**config.mk**
```make
export PLATFORM = sky130hd
export DESIGN_NAME = operand_hazard_unit_flat
export DESIGN_NICKNAME = d
export VERILOG_FILES = /design/src/rtl/operand_hazard_unit_pkg.sv /design/src/rtl/operand_hazard_unit_if.sv /design/src/rtl/operand_hazard_unit_stage_reg.sv /design/src/rtl/operand_hazard_unit.sv /design/src/flat_wrapper.sv
export SDC_FILE = /design/constraint.sdc
export NUM_CORES = 1
export LEC_CHECK = 0
export ABC_AREA = 0
export CORE_UTILIZATION = 53
export CTS_BUF_LIST = sky130_fd_sc_hd__clkbuf_8 sky130_fd_sc_hd__clkbuf_16
export DETAILED_ROUTE_END_ITERATION = 7
export HOLD_SLACK_MARGIN = 0.02
export PLACE_DENSITY = 0.84
export SLEW_MARGIN = 30
export SYNTH_ARGS = -nofsm -noshare
export SYNTH_HDL_FRONTEND = slang
export SYNTH_SLANG_ARGS = --single-unit
```
**constraint.sdc**
```tcl
create_clock -name clk -period 4.1 [get_ports clk]
set_input_delay 1.025 -clock clk [delete_from_list [all_inputs] [get_ports clk]]
set_output_delay 1.025 -clock clk [all_outputs]
set_load 0.02 [all_outputs]
```
**src/rtl/operand_hazard_unit_pkg.sv**
```systemverilog
// Shared pipeline defines: opcodes, forwarding-select encoding and the
// bit layout of one hazard-tracking stage entry.
package operand_hazard_unit_pkg;

    typedef enum logic [5:0] {
        OP_RTYPE = 6'h00,
        OP_J     = 6'h02,
        OP_BEQ   = 6'h04,
        OP_ADDI  = 6'h08,
        OP_LW    = 6'h23,
        OP_SW    = 6'h2b
    } opcode_e;

    localparam int unsigned FWD_W = 2;

    typedef enum logic [FWD_W-1:0] {
        FWD_RF  = 2'd0,
        FWD_EX  = 2'd1,
        FWD_MEM = 2'd2,
        FWD_WB  = 2'd3
    } fwd_sel_e;

    // Entry layout, LSB first: valid, wen, is_load, then dst address.
    localparam int unsigned ENT_VALID = 0;
    localparam int unsigned ENT_WEN   = 1;
    localparam int unsigned ENT_LOAD  = 2;
    localparam int unsigned ENT_DST   = 3;

    function automatic int unsigned ent_width(input int unsigned reg_aw);
        return reg_aw + ENT_DST;
    endfunction

endpackage

```
**src/rtl/operand_hazard_unit_if.sv**
```systemverilog
// Decode-side bus of the hazard unit: instruction operands in, stall and
// forwarding selects out.
interface operand_hazard_unit_if
    import operand_hazard_unit_pkg::*;
#(
    parameter int unsigned REG_AW = 5,
    parameter int unsigned NSRC   = 2,
    parameter int unsigned CNT_W  = 16
);
    logic                     d_valid;
    logic [NSRC*REG_AW-1:0]   d_src;
    logic [NSRC-1:0]          d_src_used;
    logic [REG_AW-1:0]        d_dst;
    logic                     d_wen;
    logic                     d_is_load;
    logic                     flush;
    logic                     stall;
    logic [NSRC*FWD_W-1:0]    fwd_sel;
    logic [CNT_W-1:0]         stall_cnt;

    modport master (
        output d_valid, d_src, d_src_used, d_dst, d_wen, d_is_load, flush,
        input  stall, fwd_sel, stall_cnt
    );

    modport slave (
        input  d_valid, d_src, d_src_used, d_dst, d_wen, d_is_load, flush,
        output stall, fwd_sel, stall_cnt
    );
endinterface

```
**src/rtl/operand_hazard_unit_stage_reg.sv**
```systemverilog
// One downstream stage entry register; a bubble or reset clears it to an
// all-zero (invalid) entry.
module hazard_stage_reg #(
    parameter int unsigned W = 8
) (
    input  logic         clk,
    input  logic         rst,
    input  logic         bubble,
    input  logic [W-1:0] d,
    output logic [W-1:0] q
);
    always_ff @(posedge clk) begin
        if (rst || bubble) begin
            q <= '0;
        end else begin
            q <= d;
        end
    end
endmodule

```
**src/rtl/operand_hazard_unit.sv**
```systemverilog
// Operand hazard unit: tracks in-flight destinations, selects forwarding
// sources per operand and stalls decode for one cycle on load-use.
module operand_hazard_unit
    import operand_hazard_unit_pkg::*;
#(
    parameter int unsigned REG_AW = 5,
    parameter int unsigned DEPTH  = 3,
    parameter int unsigned NSRC   = 2,
    parameter int unsigned CNT_W  = 16
) (
    input  logic                 clk,
    input  logic                 rst,
    operand_hazard_unit_if.slave bus
);
    localparam int unsigned EW = ent_width(REG_AW);

    logic [EW-1:0]               ent   [DEPTH];
    logic [EW-1:0]               ent_d [DEPTH];
    logic [EW-1:0]               dec_ent;
    logic [NSRC-1:0][DEPTH-1:0]  match;
    logic [REG_AW-1:0]           src;
    logic                        stall_raw;
    logic                        stall_int;
    logic                        take;
    fwd_sel_e                    sel;
    logic [NSRC*FWD_W-1:0]       fwd;
    logic [CNT_W-1:0]            cnt;

    always_comb begin
        dec_ent                     = '0;
        dec_ent[ENT_VALID]          = bus.d_valid;
        dec_ent[ENT_WEN]            = bus.d_wen;
        dec_ent[ENT_LOAD]           = bus.d_is_load;
        dec_ent[ENT_DST +: REG_AW]  = bus.d_dst;
    end

    assign take = bus.d_valid & ~stall_int & ~bus.flush;

    for (genvar k = 0; k < DEPTH; k++) begin : g_stage
        if (k == 0) begin : g_head
            assign ent_d[k] = dec_ent;
        end else begin : g_tail
            assign ent_d[k] = ent[k-1];
        end

        hazard_stage_reg #(.W(EW)) u_stage (
            .clk    (clk),
            .rst    (rst),
            .bubble ((k == 0) ? ~take : 1'b0),
            .d      (ent_d[k]),
            .q      (ent[k])
        );
    end

    // Register 0 is hardwired zero, so it never produces a dependency.
    always_comb begin
        match = '0;
        src   = '0;
        for (int unsigned i = 0; i < NSRC; i++) begin
            src = bus.d_src[i*REG_AW +: REG_AW];
            for (int unsigned k = 0; k < DEPTH; k++) begin
                match[i][k] = bus.d_valid & bus.d_src_used[i]
                            & ent[k][ENT_VALID] & ent[k][ENT_WEN]
                            & (ent[k][ENT_DST +: REG_AW] == src)
                            & (src != '0);
            end
        end
    end

    always_comb begin
        stall_raw = 1'b0;
        for (int unsigned i = 0; i < NSRC; i++) begin
            stall_raw = stall_raw | (match[i][0] & ent[0][ENT_LOAD]);
        end
    end

    assign stall_int = stall_raw & ~bus.flush & ~rst;

    // Scan oldest to youngest so the youngest matching stage wins.
    always_comb begin
        fwd = '0;
        sel = FWD_RF;
        for (int unsigned i = 0; i < NSRC; i++) begin
            sel = FWD_RF;
            for (int unsigned k = DEPTH; k > 0; k--) begin
                if (match[i][k-1]) begin
                    sel = fwd_sel_e'(FWD_W'(k));
                end
            end
            if (!stall_int && !rst) begin
                fwd[i*FWD_W +: FWD_W] = sel;
            end
        end
    end

    always_ff @(posedge clk) begin
        if (rst) begin
            cnt <= '0;
        end else if (stall_int && (cnt != '1)) begin
            cnt <= cnt + CNT_W'(1);
        end
    end

    assign bus.stall     = stall_int;
    assign bus.fwd_sel   = fwd;
    assign bus.stall_cnt = cnt;

endmodule

```
**src/flat_wrapper.sv**
```systemverilog
// flat-port wrapper written by rule: the top's interface ports become plain ports
module operand_hazard_unit_flat import operand_hazard_unit_pkg::*;
#(
    parameter int unsigned REG_AW = 5,
    parameter int unsigned DEPTH  = 3,
    parameter int unsigned NSRC   = 2,
    parameter int unsigned CNT_W  = 16
)
  (clk, rst, bus_d_valid, bus_d_src, bus_d_src_used, bus_d_dst, bus_d_wen, bus_d_is_load, bus_flush, bus_stall, bus_fwd_sel, bus_stall_cnt);
  operand_hazard_unit_if #(.REG_AW(REG_AW), .NSRC(NSRC), .CNT_W(CNT_W)) bus_i ();
  input  logic clk;
  input  logic rst;
  input wire logic [$bits(bus_i.d_valid)-1:0] bus_d_valid;
  input wire logic [$bits(bus_i.d_src)-1:0] bus_d_src;
  input wire logic [$bits(bus_i.d_src_used)-1:0] bus_d_src_used;
  input wire logic [$bits(bus_i.d_dst)-1:0] bus_d_dst;
  input wire logic [$bits(bus_i.d_wen)-1:0] bus_d_wen;
  input wire logic [$bits(bus_i.d_is_load)-1:0] bus_d_is_load;
  input wire logic [$bits(bus_i.flush)-1:0] bus_flush;
  output wire logic [$bits(bus_i.stall)-1:0] bus_stall;
  output wire logic [$bits(bus_i.fwd_sel)-1:0] bus_fwd_sel;
  output wire logic [$bits(bus_i.stall_cnt)-1:0] bus_stall_cnt;
  assign bus_i.d_valid = bus_d_valid;
  assign bus_i.d_src = bus_d_src;
  assign bus_i.d_src_used = bus_d_src_used;
  assign bus_i.d_dst = bus_d_dst;
  assign bus_i.d_wen = bus_d_wen;
  assign bus_i.d_is_load = bus_d_is_load;
  assign bus_i.flush = bus_flush;
  assign bus_stall = bus_i.stall;
  assign bus_fwd_sel = bus_i.fwd_sel;
  assign bus_stall_cnt = bus_i.stall_cnt;
  operand_hazard_unit #(.REG_AW(REG_AW), .DEPTH(DEPTH), .NSRC(NSRC), .CNT_W(CNT_W)) u_core (.clk(clk), .rst(rst), .bus(bus_i));
endmodule
```
# Word-level counts from Yosys, hierarchy flattened
# Cells that the tools add are included.
[op_classes]
n_reduce_logical = 7
addsub = 1
bitwise_logic = 37
n_eq_ne = 7
muxes = 8
[op_table]
columns = ["operator", "count"]
rows = [
  ["1-bit AND", 32],
  ["5-bit equality test", 6],
  ["16-bit by 1-bit adder with 16-bit output (second input constant)", 1],
  ["2-bit two-way mux", 8],
  ["16-bit != test (second input constant)", 1],
  ["5-bit nonzero test", 2],
  ["1-bit inverter", 4],
  ["1-bit logical AND", 2],
  ["1-bit zero test", 2],
  ["1-bit logical OR", 1],
  ["1-bit OR", 1],
]
[word_totals]
ff_bits = 40
word_cells = 64
output_inout_bits = 21

# Depth between registers and ports, before layout
# Gate-level depths: netlist of run 1.
[logic_depth]
depth_word = 14
depth_mapped = 9
depth_no_buf = 7

# Modules after synthesis
# From an unflattened synthesis of run 1, not the netlist that was laid out.
[unflattened]
cells_unflattened = 218
hier_area_um2 = 2199.6
[modules_own_cells]
columns = ["module", "n_inst", "cells_each", "area_per_inst_um2"]
rows = [
  ["operand_hazard_unit", 1, 164, 1351.3],
  ["hazard_stage_reg", 3, 18, 282.8],
]

# Worst setup path after synthesis of run 1
# Ideal clock, no wire load.
[synth_timing]
kind = "input-to-output"
startpoint = "in bus_d_src[1]"
endpoint = "out bus_fwd_sel[3]"
setup_slack_ns = 0.224
arrival_ns = 2.851
path_stages = 6
cell_sequence = "or4_1 > o211ai_2 > or4_4 > a21oi_2 > or2_2 > a211oi_1"
[synth_between]
elab_chain_len = 10
elab_cells_between_ends = 11
cone_classes = "eq/ne (1); mux (1); bitwise (6); reduce/logical (3)"
[synth_rtl]
columns = ["element", "line_no", "text"]
rows = [
  ["from (decl)", "flat_wrapper.sv:14", "input wire logic [$bits(bus_i.d_src)-1:0] bus_d_src;"],
  ["5-bit equality test", "operand_hazard_unit.sv:64", "& (ent[k][ENT_DST +: REG_AW] == src)"],
  ["1-bit AND", "operand_hazard_unit.sv:64", ""],
  ["1-bit AND (*)", "operand_hazard_unit.sv:65", "& (src != '0);"],
  ["1-bit AND (*)", "operand_hazard_unit.sv:73", "stall_raw = stall_raw | (match[i][0] & ent[0][ENT_LOAD]);"],
  ["1-bit OR (*)", "operand_hazard_unit.sv:73", ""],
  ["1-bit AND (*) (2 in a row)", "operand_hazard_unit.sv:77", "assign stall_int = stall_raw & ~bus.flush & ~rst;"],
  ["1-bit zero test (*)", "operand_hazard_unit.sv:90", "if (!stall_int && !rst) begin"],
  ["1-bit logical AND (*)", "operand_hazard_unit.sv:90", ""],
  ["2-bit two-way mux (*)", "operand_hazard_unit.sv:90", ""],
  ["to (decl)", "flat_wrapper.sv:21", "output wire logic [$bits(bus_i.fwd_sel)-1:0] bus_fwd_sel;"],
]
# Mark *: on every way between the ends. The rest lies on a longest branch, timed or not.

# Worst setup path in the final report of run 1
[layout_timing]
startpoint = "in bus_d_src[6]"
endpoint = "out bus_fwd_sel[3]"
[layout_between]
elab_chain_len = 10
elab_cells_between_ends = 20
cone_classes = "eq/ne (3); mux (4); bitwise (10); reduce/logical (3)"
[layout_rtl]
columns = ["element", "line_no"]
rows = [
  ["5-bit equality test", "operand_hazard_unit.sv:64"],
  ["1-bit AND", "operand_hazard_unit.sv:64"],
  ["1-bit AND", "operand_hazard_unit.sv:65"],
  ["1-bit AND", "operand_hazard_unit.sv:73"],
  ["1-bit OR", "operand_hazard_unit.sv:73"],
  ["1-bit AND (2 in a row)", "operand_hazard_unit.sv:77"],
  ["1-bit zero test", "operand_hazard_unit.sv:90"],
  ["1-bit logical AND", "operand_hazard_unit.sv:90"],
  ["2-bit two-way mux (*)", "operand_hazard_unit.sv:90"],
]
# Marks and branches as above.

==> summary.md, run 1 <==
| Metric | Value |
|---|---|
| Final Instance Area | `about 2600 µm²` |
| Final setup TNS | `0 ps` |
| Tmin final | `around 4000 ps` |
| Antenna diode count | `0` |
| Yosys cell types | `40` |
| Largest family of logic cells by synthesized area | `simple AND/OR/NAND/NOR gates` |
| Initial DRC Count | `just over 100` |
| Hold_buf cts | `0` |
| Leakage power | `roughly 0.98 nW` |
| Worst Skew | `approximately 2 ps` |
| Adder and majority gate portion of the synthesized area | `less than 1%` |
| Peak VDD IR | `approximately 0.22 mV` |
| Hpwl dp | `approximately 3.2 mm` |
| Crit-path cells | `clkdlybuf4s50_1 -> or3_1 -> o311a_4 -> nand3_4 -> a21oi_4 -> or2_4 -> a211oi_2 -> buf_4` |
| Average routed wire per standard cell | `between 10 and 15 µm` |
| CP max stage cell | `clkdlybuf4s50_1` |
| DRC Markers | `0` |
| CP Launch Type | `input port` |
| PortBufs | `43` |
| Max Fanout on Critical Path | `4` |
| Max Cap Violations | `0` |
| Crit end category | `output port` |
| Top Family by Delay on Critical Path | `simple AND/OR/NAND/NOR gates` |
| Fmax | `0.249 GHz` |
| Register bit total from synthesis | `38` |
| TritonCTS clock tree | `done` |
| Synthesis-to-layout area growth | `39.1%` |
| Grt ovf | `0` |
| Pin count of the biggest net entering global routing | `35` |
| H-tree levels | `2` |
| Complex-gate fraction of the synthesized area | `12.6%` |
| Worst stage delay on the critical path | `between 400 and 500 ps` |
| Minimum hold slack | `about 470 ps` |
| Via density per instance | `5.50` |
| Simple-Gate Fraction of Synth Area | `26.9%` |
| Slew headroom | `around three fifths` |
| Top Ports | `44` |
| Die width | `between 60 and 70 µm` |
| Post-route insts no fill | `~310` |
| WP data arrival | `2990 ps` |
| Top cell type's share of synthesized area | `40.3%` |
| Num rows | `21` |
| Pwr/cell area | `~320 nW/µm²` |
| Post-Syn Area per Cell | `9.15 µm²` |
| Post-synthesis xor/xnor area fraction | `14.4%` |
| Overall routed net length | `4.48 mm` |
| Global placer's final weighted congestion | `between 0.8 and 0.9` |
| Yosys warns | `0` |
| Vias in the first global route | `~1500` |
| GRT Total Usage | `between 20% and 30%` |
| Final setup violation count | `0` |
| Placed Area | `roughly 2400 µm²` |
| Min-Delay Path Class | `register to register` |
| First-pass GRT wire length | `approximately 6.7 mm` |
| Area leader, netlist | `dfxtp_1` |
| Clock Tree Root | `clkbuf_8` |
| Multiplexer share of the synthesized area | `roughly 1.1%` |
| Drt pass-1 iters | `4` |
| Worst-Margin Slew | `around 570 ps` |
| Die area | `between 3000 and 4000 µm²` |
| Clk slew on worst S/H paths | `about 70 ps` |
| Synth Instances | `approximately 210` |
| Worst skew pair latency | `a little under 300 ps` |
| Sink Count | `38` |
| Max Buffers Root-to-Sink | `2` |
| Total CTS buffers | `5` |
| Vert. Die Dim | `between 60 and 70 µm` |
| Status | `complete, no violations` |
| Number of antenna violations at the first check in global routing | `0` |
| Post-synth net total | `230` |
| Vias | `around 1700` |
| Post-synthesis cell area | `approximately 1900 µm²` |
| Layout cells sized above 1 | `16.5%` |
| Final nets | `290` |
| Tcrit/Tclk final | `98.0%` |
| Buffers plus inverters on the worst setup path | `2` |
| Worst Path Required | `approximately 3100 ps` |
| Initial Util | `approximately 56%` |
| Core Footprint | `around 3400 µm²` |
| Antenna Violating Nets Remaining | `0` |
| Type of the worst setup path | `input port to output port` |
| Hold Fails Final Rpt | `0` |
| DP Cell Count | `roughly 310` |
| Post-layout util | `approximately 78%` |
| Final Max Slew Viols | `0` |
| Register area share after synthesis | `just over 40%` |
| Area contributors post-synth | `dfxtp_1, xor2_1, xnor2_1` |
power breakdown:
| part | switching [W] | leakage, nW | internal [W] |
|---|---|---|---|
| clock network | 0.000128 | 0.0714 | 0.000259 |
| registers | 0.00000336 | 0.307 | 0.000373 |
| logic | 0.0000321 | 0.599 | 0.0000431 |
| total | 0.000163 | 0.978 | 0.000676 |
state kept, by name (all words and copies together), names as in the netlist:
name and cells:
u_core.g_stage.u_stage.q 22, u_core.bus.stall_cnt 16
synth_stat cells, drive strengths merged:
cell type      number
dfxtp              38
xor2               19
nor2b              16
a21oi              15
nor2               12
xnor2              12
nand2              10
and2                7
nand3               7
or3                 7
or4                 7
nand4               6
nor4                6
o21ai               6
o31ai               6
clkbuf              4
inv                 4
nor3                3
buf                 2
nand2b              2
or2                 2
a211o               1
a211oi              1
a21bo               1
a311oi              1
a41o                1
a41oi               1
and3                1
clkdlybuf4s25       1
ha                  1
mux2                1
mux2i               1
nor4b               1
o211ai              1
o311a               1
or2b                1
placed cells by master, fill, tap and decap left out, types with 2 or more instances in the layout:
master	synthesis	final
or4_1	6	5
or3_1	7	7
buf_4	0	17
a21oi_1	14	14
inv_1	4	4
nand3_1	7	6
nor2b_1	16	16
dfxtp_1	38	38
nand4_1	6	6
nand2_1	10	10
and2_1	7	7
clkdlybuf4s50_1	0	34
buf_2	0	4
nand2b_1	2	2
nor4_1	6	5
nor2_1	12	12
o31ai_1	6	6
or4_4	1	2
xnor2_1	12	12
clkbuf_8	2	6
bufinv_16	0	2
xor2_1	19	19
dlymetal6s2s_1	0	4
o21ai_0	6	6
nor3_1	3	3
repair_timing:
| item | CTS | global route |
|---|---|---|
| pin swaps | 0 | 4 |
| hold endpoints to repair | 0 | 0 |
| setup endpoints to repair | 5 | 5 |
| resized for setup | 22 | 13 |
| buffers inserted | 0 | 0 |
area by class of cell:
type	count	area (µm²)
Fill cell	251	741
Inverter	4	15.0
Multi-Input combinational cell	157	1100
Sequential cell	38	761
Clock buffer	6	82.6
Timing Repair Buffer	60	549
Clock inverter	2	60.1
Tap cell	46	57.6
routing by layer:
metal / up-vias / global-route usage (%) / share of wire [%] / wire [µm]
met2: 62 / 37.5 / 47 / 2100
li1: 847 / - / - / -
met1: 800 / 34.2 / 45 / 2000
met5: - / 0 / 0 / 0
met4: 0 / 8.89 / 2.1 / 95
met3: 11 / 6.93 / 6.2 / 279
per-stage QoR:
stage | power, W | setup WS (ps)
6_report | 0.000839 | 80.1
5_1_grt | 0.000868 | -78.0
4_1_cts | 0.000842 | 26.3
3_5_place_dp | 0.000456 | -465
3_3_place_gp | 0.000455 | -406
2_1_floorplan | 0.000413 | 224
path summary, 6_finish.rpt:
check	from	endpoint	slack (ps)	cells past startpoint
worst min register to register	u_core.g_stage[1].u_stage.q[0]	u_core.g_stage[2].u_stage.q[0]	470	1
worst max-delay path	bus_d_src[6]	bus_fwd_sel[3]	80	8
worst min-delay path	u_core.g_stage[1].u_stage.q[0]	u_core.g_stage[2].u_stage.q[0]	470	1
worst max register to register	u_core.g_stage[0].u_stage.q[4]	u_core.bus.stall_cnt[14]	1740	7
kinds of logic after synthesis:
logic type,Yosys count
xor+xnor,31
simple gates,88
flops,38
mux,2
buf+inv,11
compound gates,35
fa+ha+maj,1
Power figures use the tool's default switching activity.
==> run 2, diff against run 1 <==
--- a/config.mk
+++ b/config.mk
@@ -5,11 +5,11 @@
 export SDC_FILE = /design/constraint.sdc
 export NUM_CORES = 1
 export LEC_CHECK = 0
-export ABC_AREA = 0
 export CORE_UTILIZATION = 53
 export CTS_BUF_LIST = sky130_fd_sc_hd__clkbuf_8 sky130_fd_sc_hd__clkbuf_16
 export DETAILED_ROUTE_END_ITERATION = 7
 export HOLD_SLACK_MARGIN = 0.02
+export MAX_ROUTING_LAYER = met4
 export PLACE_DENSITY = 0.84
 export SLEW_MARGIN = 30
 export SYNTH_ARGS = -nofsm -noshare
==> run 2 against run 1 <==
Sequential cell count unchanged. Critical path type unchanged. Power fell by 13%. Highest routed layer unchanged. Largest cell class unchanged. Sequential power hardly changed. Critical endpoint is now bus_stall.
==> summary.md, run 2 (synthesized netlist as in run 1, its figures left out) <==
| Metric | Value |
|---|---|
| Max Cap Violations | `0 (unchanged)` |
| Initial DRC Count | `64 (-37%)` |
| Num rows | `21 (unchanged)` |
| Crit path launch | `bus_d_src[3]` |
| Final setup violation count | `0 (unchanged)` |
| Drt pass-1 iters | `4 (unchanged)` |
| Tmin final | `4020 ps (+3.15 ps)` |
| GR Layer Usage met1 | `35.2% (+1.0 points)` |
| Leakage power | `0.973 nW (-0.49%)` |
| Global placer's final weighted congestion | `0.904 (+1.6%)` |
| Top Ports | `44 (unchanged)` |
| Peak VDD IR | `0.253 mV (+17%)` |
| Vias in the first global route | `1398 (-4.2%)` |
| Vert. Die Dim | `61.6 µm (unchanged)` |
| Via density per instance | `5.42 (-1.4%)` |
| Hold Fails Final Rpt | `0 (unchanged)` |
| CP Launch Type | `input port` |
| Total CTS buffers | `5 (unchanged)` |
| Clk slew on worst S/H paths | `70 ps (about the same)` |
| TritonCTS clock tree | `done` |
| Die width | `61.6 µm (unchanged)` |
| Worst skew pair latency | `300 ps (about the same)` |
| Number of antenna violations at the first check in global routing | `0 (unchanged)` |
| Die area | `3800 µm² (unchanged)` |
| DRC Markers | `0 (unchanged)` |
| Slew headroom | `60.6% (-1.0 points)` |
| PortBufs | `43 (unchanged)` |
| Global Route met3 Usage | `4.41% (-2.5 points)` |
| Type of the worst setup path | `input port to output port` |
| Fmax | `0.249 GHz (about the same)` |
| Overall routed net length | `4.59 mm (+2.5%)` |
| Min-Delay Path Class | `register to register` |
| Antenna Violating Nets Remaining | `0 (unchanged)` |
| Commonest non-fill, non-tap cell in the layout | `dfxtp_1` |
| Synthesis-to-layout area growth | `39.7%` |
| Worst Path Required | `3070 ps (about the same)` |
| Core Footprint | `3360 µm² (unchanged)` |
| Hpwl dp | `3.23 mm (+2.0%)` |
| Fill cell count | `241 (-4.0%)` |
| Largest register FFs | `22 (unchanged)` |
| WP data arrival | `3000 ps (about the same)` |
| Average routed wire per standard cell | `14.3 µm (about the same)` |
| Met2 Resource Use GR | `35.6% (-1.8 points)` |
| Initial Util | `56.1% (unchanged)` |
| Biggest register | `u_core.g_stage.u_stage.q` |
| Final Max Slew Viols | `0 (unchanged)` |
| Max Buffers Root-to-Sink | `2 (unchanged)` |
| Tcrit/Tclk final | `98.1% (about the same)` |
| DP Cell Count | `305 (unchanged)` |
| Crit end category | `output port` |
| Commonest non-fill, non-tap cells in the layout | `dfxtp_1, clkdlybuf4s50_1, buf_4, xor2_1, nor2b_1` |
| First-pass GRT wire length | `6.57 mm (-2.7%)` |
| Worst-Margin Slew | `589 ps (+15.4 ps)` |
| Worst r2r src | `u_core.g_stage[0].u_stage.q[6]` |
| Pin count of the biggest net entering global routing | `35 (unchanged)` |
| Status | `complete, no violations` |
| Final Power | `0.000726 W (-13%)` |
| GRT Total Usage | `25.0% (+0.11 points)` |
| Max Fanout on Critical Path | `5 (+1)` |
| Final nets | `298 (+2.8%)` |
| Worst Skew | `7.02 ps (+4.99 ps)` |
| H-tree levels | `2 (unchanged)` |
| Grt ovf | `0 (unchanged)` |
| Pwr/cell area | `276 nW/µm² (-14%)` |
| Sink Count | `38 (unchanged)` |
| Layout cells sized above 1 | `19.3% (+2.8 points)` |
| Vias | `1739 (+1.1%)` |
| Antenna diode count | `0 (unchanged)` |
| Post-route insts no fill | `321 (+2.6%)` |
| Clock Tree Root | `clkbuf_8` |
| Peak-usage layer in the global routing report | `met2` |
| Worst Hold Launch | `u_core.g_stage[1].u_stage.q[0]` |
==> run 2: stage by stage <==
| stage | util (%) | hold slack (ps) | setup WS (ps) | cell area [µm²] | setup TNS [ps] |
|---|---|---|---|---|---|
| floorplan | - | 438 | 224 | 1890 | 0 |
| global placement | 72.6 | 449 | -406 | 2440 | -1810 |
| detailed placement | 72.6 | 450 | -458 | 2440 | -2050 |
| CTS | 75.0 | 464 | 10.1 | 2520 | 0 |
| global route | 78.3 | 478 | -1.79 | 2640 | -1.79 |
| finish | 78.3 | 464 | 76.9 | 2640 | 0 |
==> run 2: worst paths after layout <==
check,end,slack (ps),depth (start not counted)
max reg2reg,u_core.bus.stall_cnt[11],1650,7
min reg2reg,u_core.g_stage[2].u_stage.q[0],460,1
max,bus_stall,80,9
min,u_core.g_stage[2].u_stage.q[0],460,1
==> run 2: layout make-up <==
class / instances / area, µm² / share of cell area [%]
inverters: 4 / 15.0 / 0.570
clock buffers: 6 / 82.6 / 3.13
repair buffers: 68 / 616 / 23.4
clock inverters: 2 / 12.5 / 0.475
well taps: 46 / 57.6 / 2.18
flip-flops and latches: 38 / 761 / 28.9
multi-input cells: 157 / 1090 / 41.4
==> run 2: per-layer routing <==
| metal | wire, µm | share of wire (%) |
|---|---|---|
| met4 | 79 | 1.7 |
| met2 | 2120 | 46 |
| met1 | 2190 | 48 |
| met5 | 0 | 0 |
| met3 | 199 | 4.3 |
==> run 2: critical path, stage by stage <==
cell and delay, ps:
clkdlybuf4s50_1 480, buf_6 120, xnor2_2 100, nand4_1 130, or4_4 580, a21oi_4 160, buf_6 130, nor2b_1 120
buf_4 150
==> run 2: report_power, final <==
| group | switching [W] | internal (W) | total, W |
|---|---|---|---|
| clock | 0.000134 | 0.000135 | 0.000269 |
| sequential | 0.00000372 | 0.000373 | 0.000377 |
| combinational | 0.0000331 | 0.0000476 | 0.0000807 |
==> run 2: repair_timing <==
item	in CTS	in global routing
buffers inserted	0	8
resized for setup	24	11
setup endpoints to repair	5	5
pin swaps	0	3
cloned	0	0
endpoints found under the hold margin	0	0
hold buffers	0	0
==> run 3, diff against run 2 <==
--- a/config.mk
+++ b/config.mk
@@ -5,12 +5,14 @@
 export SDC_FILE = /design/constraint.sdc
 export NUM_CORES = 1
 export LEC_CHECK = 0
-export CORE_UTILIZATION = 53
+export CELL_PAD_IN_SITES_DETAIL_PLACEMENT = 0
+export CELL_PAD_IN_SITES_GLOBAL_PLACEMENT = 1
+export CORE_UTILIZATION = 40
 export CTS_BUF_LIST = sky130_fd_sc_hd__clkbuf_8 sky130_fd_sc_hd__clkbuf_16
 export DETAILED_ROUTE_END_ITERATION = 7
 export HOLD_SLACK_MARGIN = 0.02
 export MAX_ROUTING_LAYER = met4
-export PLACE_DENSITY = 0.84
+export PLACE_DENSITY_LB_ADDON = 0.1
 export SLEW_MARGIN = 30
 export SYNTH_ARGS = -nofsm -noshare
 export SYNTH_HDL_FRONTEND = slang
==> run 3 against run 2 <==
The run now ends with design-rule violations left. Global-route usage decreased by 5.9 points. Clock skew decreased by 2.8 ps. Clock power increased by 41%. Combinational power decreased by 4.6%. Highest routed layer unchanged.
==> summary.md, run 3 (synthesized netlist as in run 1, its figures left out) <==
| Metric | Value |
|---|---|
| Peak VDD IR | `0.184 mV (-28%)` |
| Place WS | `-472 ps (-14.7 ps)` |
| Die width | `70.7 µm (+15%)` |
| Sink Count | `38 (unchanged)` |
| Grt ovf | `0 (unchanged)` |
| Fmax | `0.246 GHz (-1.0%)` |
| Final Max Slew Viols | `0 (unchanged)` |
| CP max stage cell | `or4_4` |
| R2R depth | `7 (unchanged)` |
| Status | `complete, but fails checks` |
| TritonCTS clock tree | `done` |
| Final setup violation count | `0 (unchanged)` |
| Clock Tree Root | `clkbuf_8` |
| Reg-to-reg endpoint | `u_core.bus.stall_cnt[11]` |
| Pin count of the biggest net entering global routing | `34 (-2.9%)` |
| Min-Delay Path Class | `register to register` |
| Pwr/cell area | `313 nW/µm² (+14%)` |
| Crit-path cells | `clkdlybuf4s50_1 -> or4_4 -> o211ai_2 -> or4_4 -> a21oi_4 -> or2_4 -> a211oi_2 -> buf_4` |
| Vias in the first global route | `1497 (+7.1%)` |
| Crit end category | `output port` |
| WP data arrival | `3040 ps (+40 ps)` |
| Clk slew on worst S/H paths | `80 ps (about the same)` |
| Max Cap Violations | `0 (unchanged)` |
| Largest register FFs | `22 (unchanged)` |
| Biggest register | `u_core.g_stage.u_stage.q` |
| Total CTS buffers | `5 (unchanged)` |
| Max Fanout on Critical Path | `4 (-1)` |
| Antenna diode count | `0 (unchanged)` |
| Num rows | `24 (+14%)` |
| CP Launch Type | `input port` |
| Global placer's final weighted congestion | `0.876 (-3.1%)` |
| Worst skew pair latency | `290 ps (about the same)` |
| Failing checks | `design-rule violations` |
| Drt pass-1 iters | `6 (+2)` |
| Vias | `1666 (-4.2%)` |
| Worst Skew | `4.25 ps (-2.77 ps)` |
| Top Ports | `44 (unchanged)` |
| Slew headroom | `68.1% (+7.4 points)` |
| Number of antenna violations at the first check in global routing | `0 (unchanged)` |
| Hold_buf cts | `0 (unchanged)` |
| H-tree levels | `2 (unchanged)` |
| Fill cell count | `408 (+69%)` |
| Worst Hold Launch | `u_core.g_stage[1].u_stage.q[0]` |
| Antenna Violating Nets Remaining | `0 (unchanged)` |
| CP dominant cell by count | `or4_4` |
| Via density per instance | `5.09 (-6.0%)` |
| Commonest non-fill, non-tap cells in the layout | `clkdlybuf4s50_1, dfxtp_1, buf_4, xor2_1, nor2b_1` |
| GRT Total Usage | `19.1% (-5.9 points)` |
| Post-route insts no fill | `327 (+1.9%)` |
| PortBufs | `43 (unchanged)` |
| R2R Setup Slk | `1730 ps (+80 ps)` |
| Post-route worst setup slack | `34.5 ps (-42.5 ps)` |
| Synthesis-to-layout area growth | `40.7%` |
| Hpwl dp | `3.32 mm (+2.8%)` |
| Overall routed net length | `4.43 mm (-3.5%)` |
| Max Buffers Root-to-Sink | `2 (unchanged)` |
| Layout cells sized above 1 | `18.5% (-0.73 points)` |
| Worst Path Required | `3070 ps (about the same)` |
| Hold Fails Final Rpt | `0 (unchanged)` |
| Post-layout util | `59.7% (-19 points)` |
| Worst-Margin Slew | `474 ps (-114 ps)` |
| Tcrit/Tclk final | `99.2% (+1.0 points)` |
| Worst stage delay on the critical path | `550 ps (-30 ps)` |
| First-pass GRT wire length | `7.17 mm (+9.2%)` |
| DP Cell Count | `316 (+3.6%)` |
| RSZ-0062 raised after global routing | `yes` |
| Hold EP | `u_core.g_stage[2].u_stage.q[0]` |
| Final nets | `298 (unchanged)` |
| Type of the worst setup path | `input port to output port` |
| Initial Util | `42.4% (-14 points)` |
| Initial DRC Count | `84 (+31%)` |
| Die area | `4990 µm² (+31%)` |
| Core Footprint | `4440 µm² (+32%)` |
| Tmin final | `4070 ps (+42.5 ps)` |
| Worst Hold Depth | `1 (unchanged)` |
| Average routed wire per standard cell | `13.5 µm (-5.3%)` |
| DRC Markers | `2 (+2)` |
| Vert. Die Dim | `70.7 µm (+15%)` |
| Leakage power | `0.972 nW (-0.12%)` |
| Worst r2r src | `u_core.g_stage[0].u_stage.q[4]` |
| Final Power | `0.000831 W (+14%)` |
==> run 3: cell types whose count changed in the layout (fill, tap and decap cells not counted), sizes merged <==
cell           change
dlymetal6s2s       -1
clkdlybuf4s50      +1
bufinv             +2
clkbuf             -1
clkinvlp           -1
==> run 3: cell type report <==
class	instances	area, µm²	share of cell area (%)
clock buffers	5	68.8	2.59
clock inverters	3	68.8	2.59
flip-flops and latches	38	761	28.7
multi-input cells	157	1070	40.5
inverters	4	15.0	0.566
repair buffers	68	602	22.7
well taps	52	65.1	2.45
==> run 3: layer usage <==
| metal | wire [µm] | global-route usage, % | vias up |
|---|---|---|---|
| li1 | - | - | 863 |
| met1 | 2320 | 27.2 | 770 |
| met2 | 1910 | 27.3 | 28 |
| met3 | 157 | 3.99 | 5 |
| met4 | 34 | 5.33 | 0 |
| met5 | 0 | - | - |
==> run 3: timing repair <==
item,in CTS,in global routing
resized for setup,22,7
pin swaps,0,3
cloned,0,0
endpoints found under the setup margin,5,5
setup buffers,0,3
==> run 3: critical path, delay by kind of cell <==
family                 cells  cell delay (ps)
AOI/OAI and AO/OA          3              440
buffers and inverters      2              600
and+or+nand+nor            3              960
==> run 3: worst max path at each step <==
stage	start	end	slack, ps	cells after the start
2_1_floorplan	bus_d_src[1]	bus_fwd_sel[3]	220	6
3_3_place_gp	bus_d_src[1]	bus_fwd_sel[3]	-400	8
3_5_place_dp	bus_d_src[1]	bus_fwd_sel[3]	-470	8
4_1_cts	bus_d_src[1]	bus_fwd_sel[3]	20	8
5_1_grt	bus_d_src[1]	bus_fwd_sel[3]	-50	8
6_report	bus_d_src[1]	bus_fwd_sel[3]	30	8
==> run 3: power breakdown <==
part           internal [W]  switching [W]  total [W]
Combinational     0.0000463      0.0000307  0.0000770
Clock              0.000244       0.000135   0.000378
Sequential         0.000373     0.00000317   0.000376
Total              0.000663       0.000168   0.000831
==> run 3: stage by stage <==
step | cell area, µm² | hold slack (ps) | setup TNS, ps
floorplan | 1890 | 438 | 0
global placement | 2490 | 448 | -1770
detailed placement | 2490 | 454 | -1960
CTS | 2600 | 465 | 0
global route | 2650 | 486 | -70.0
finish | 2650 | 463 | 0
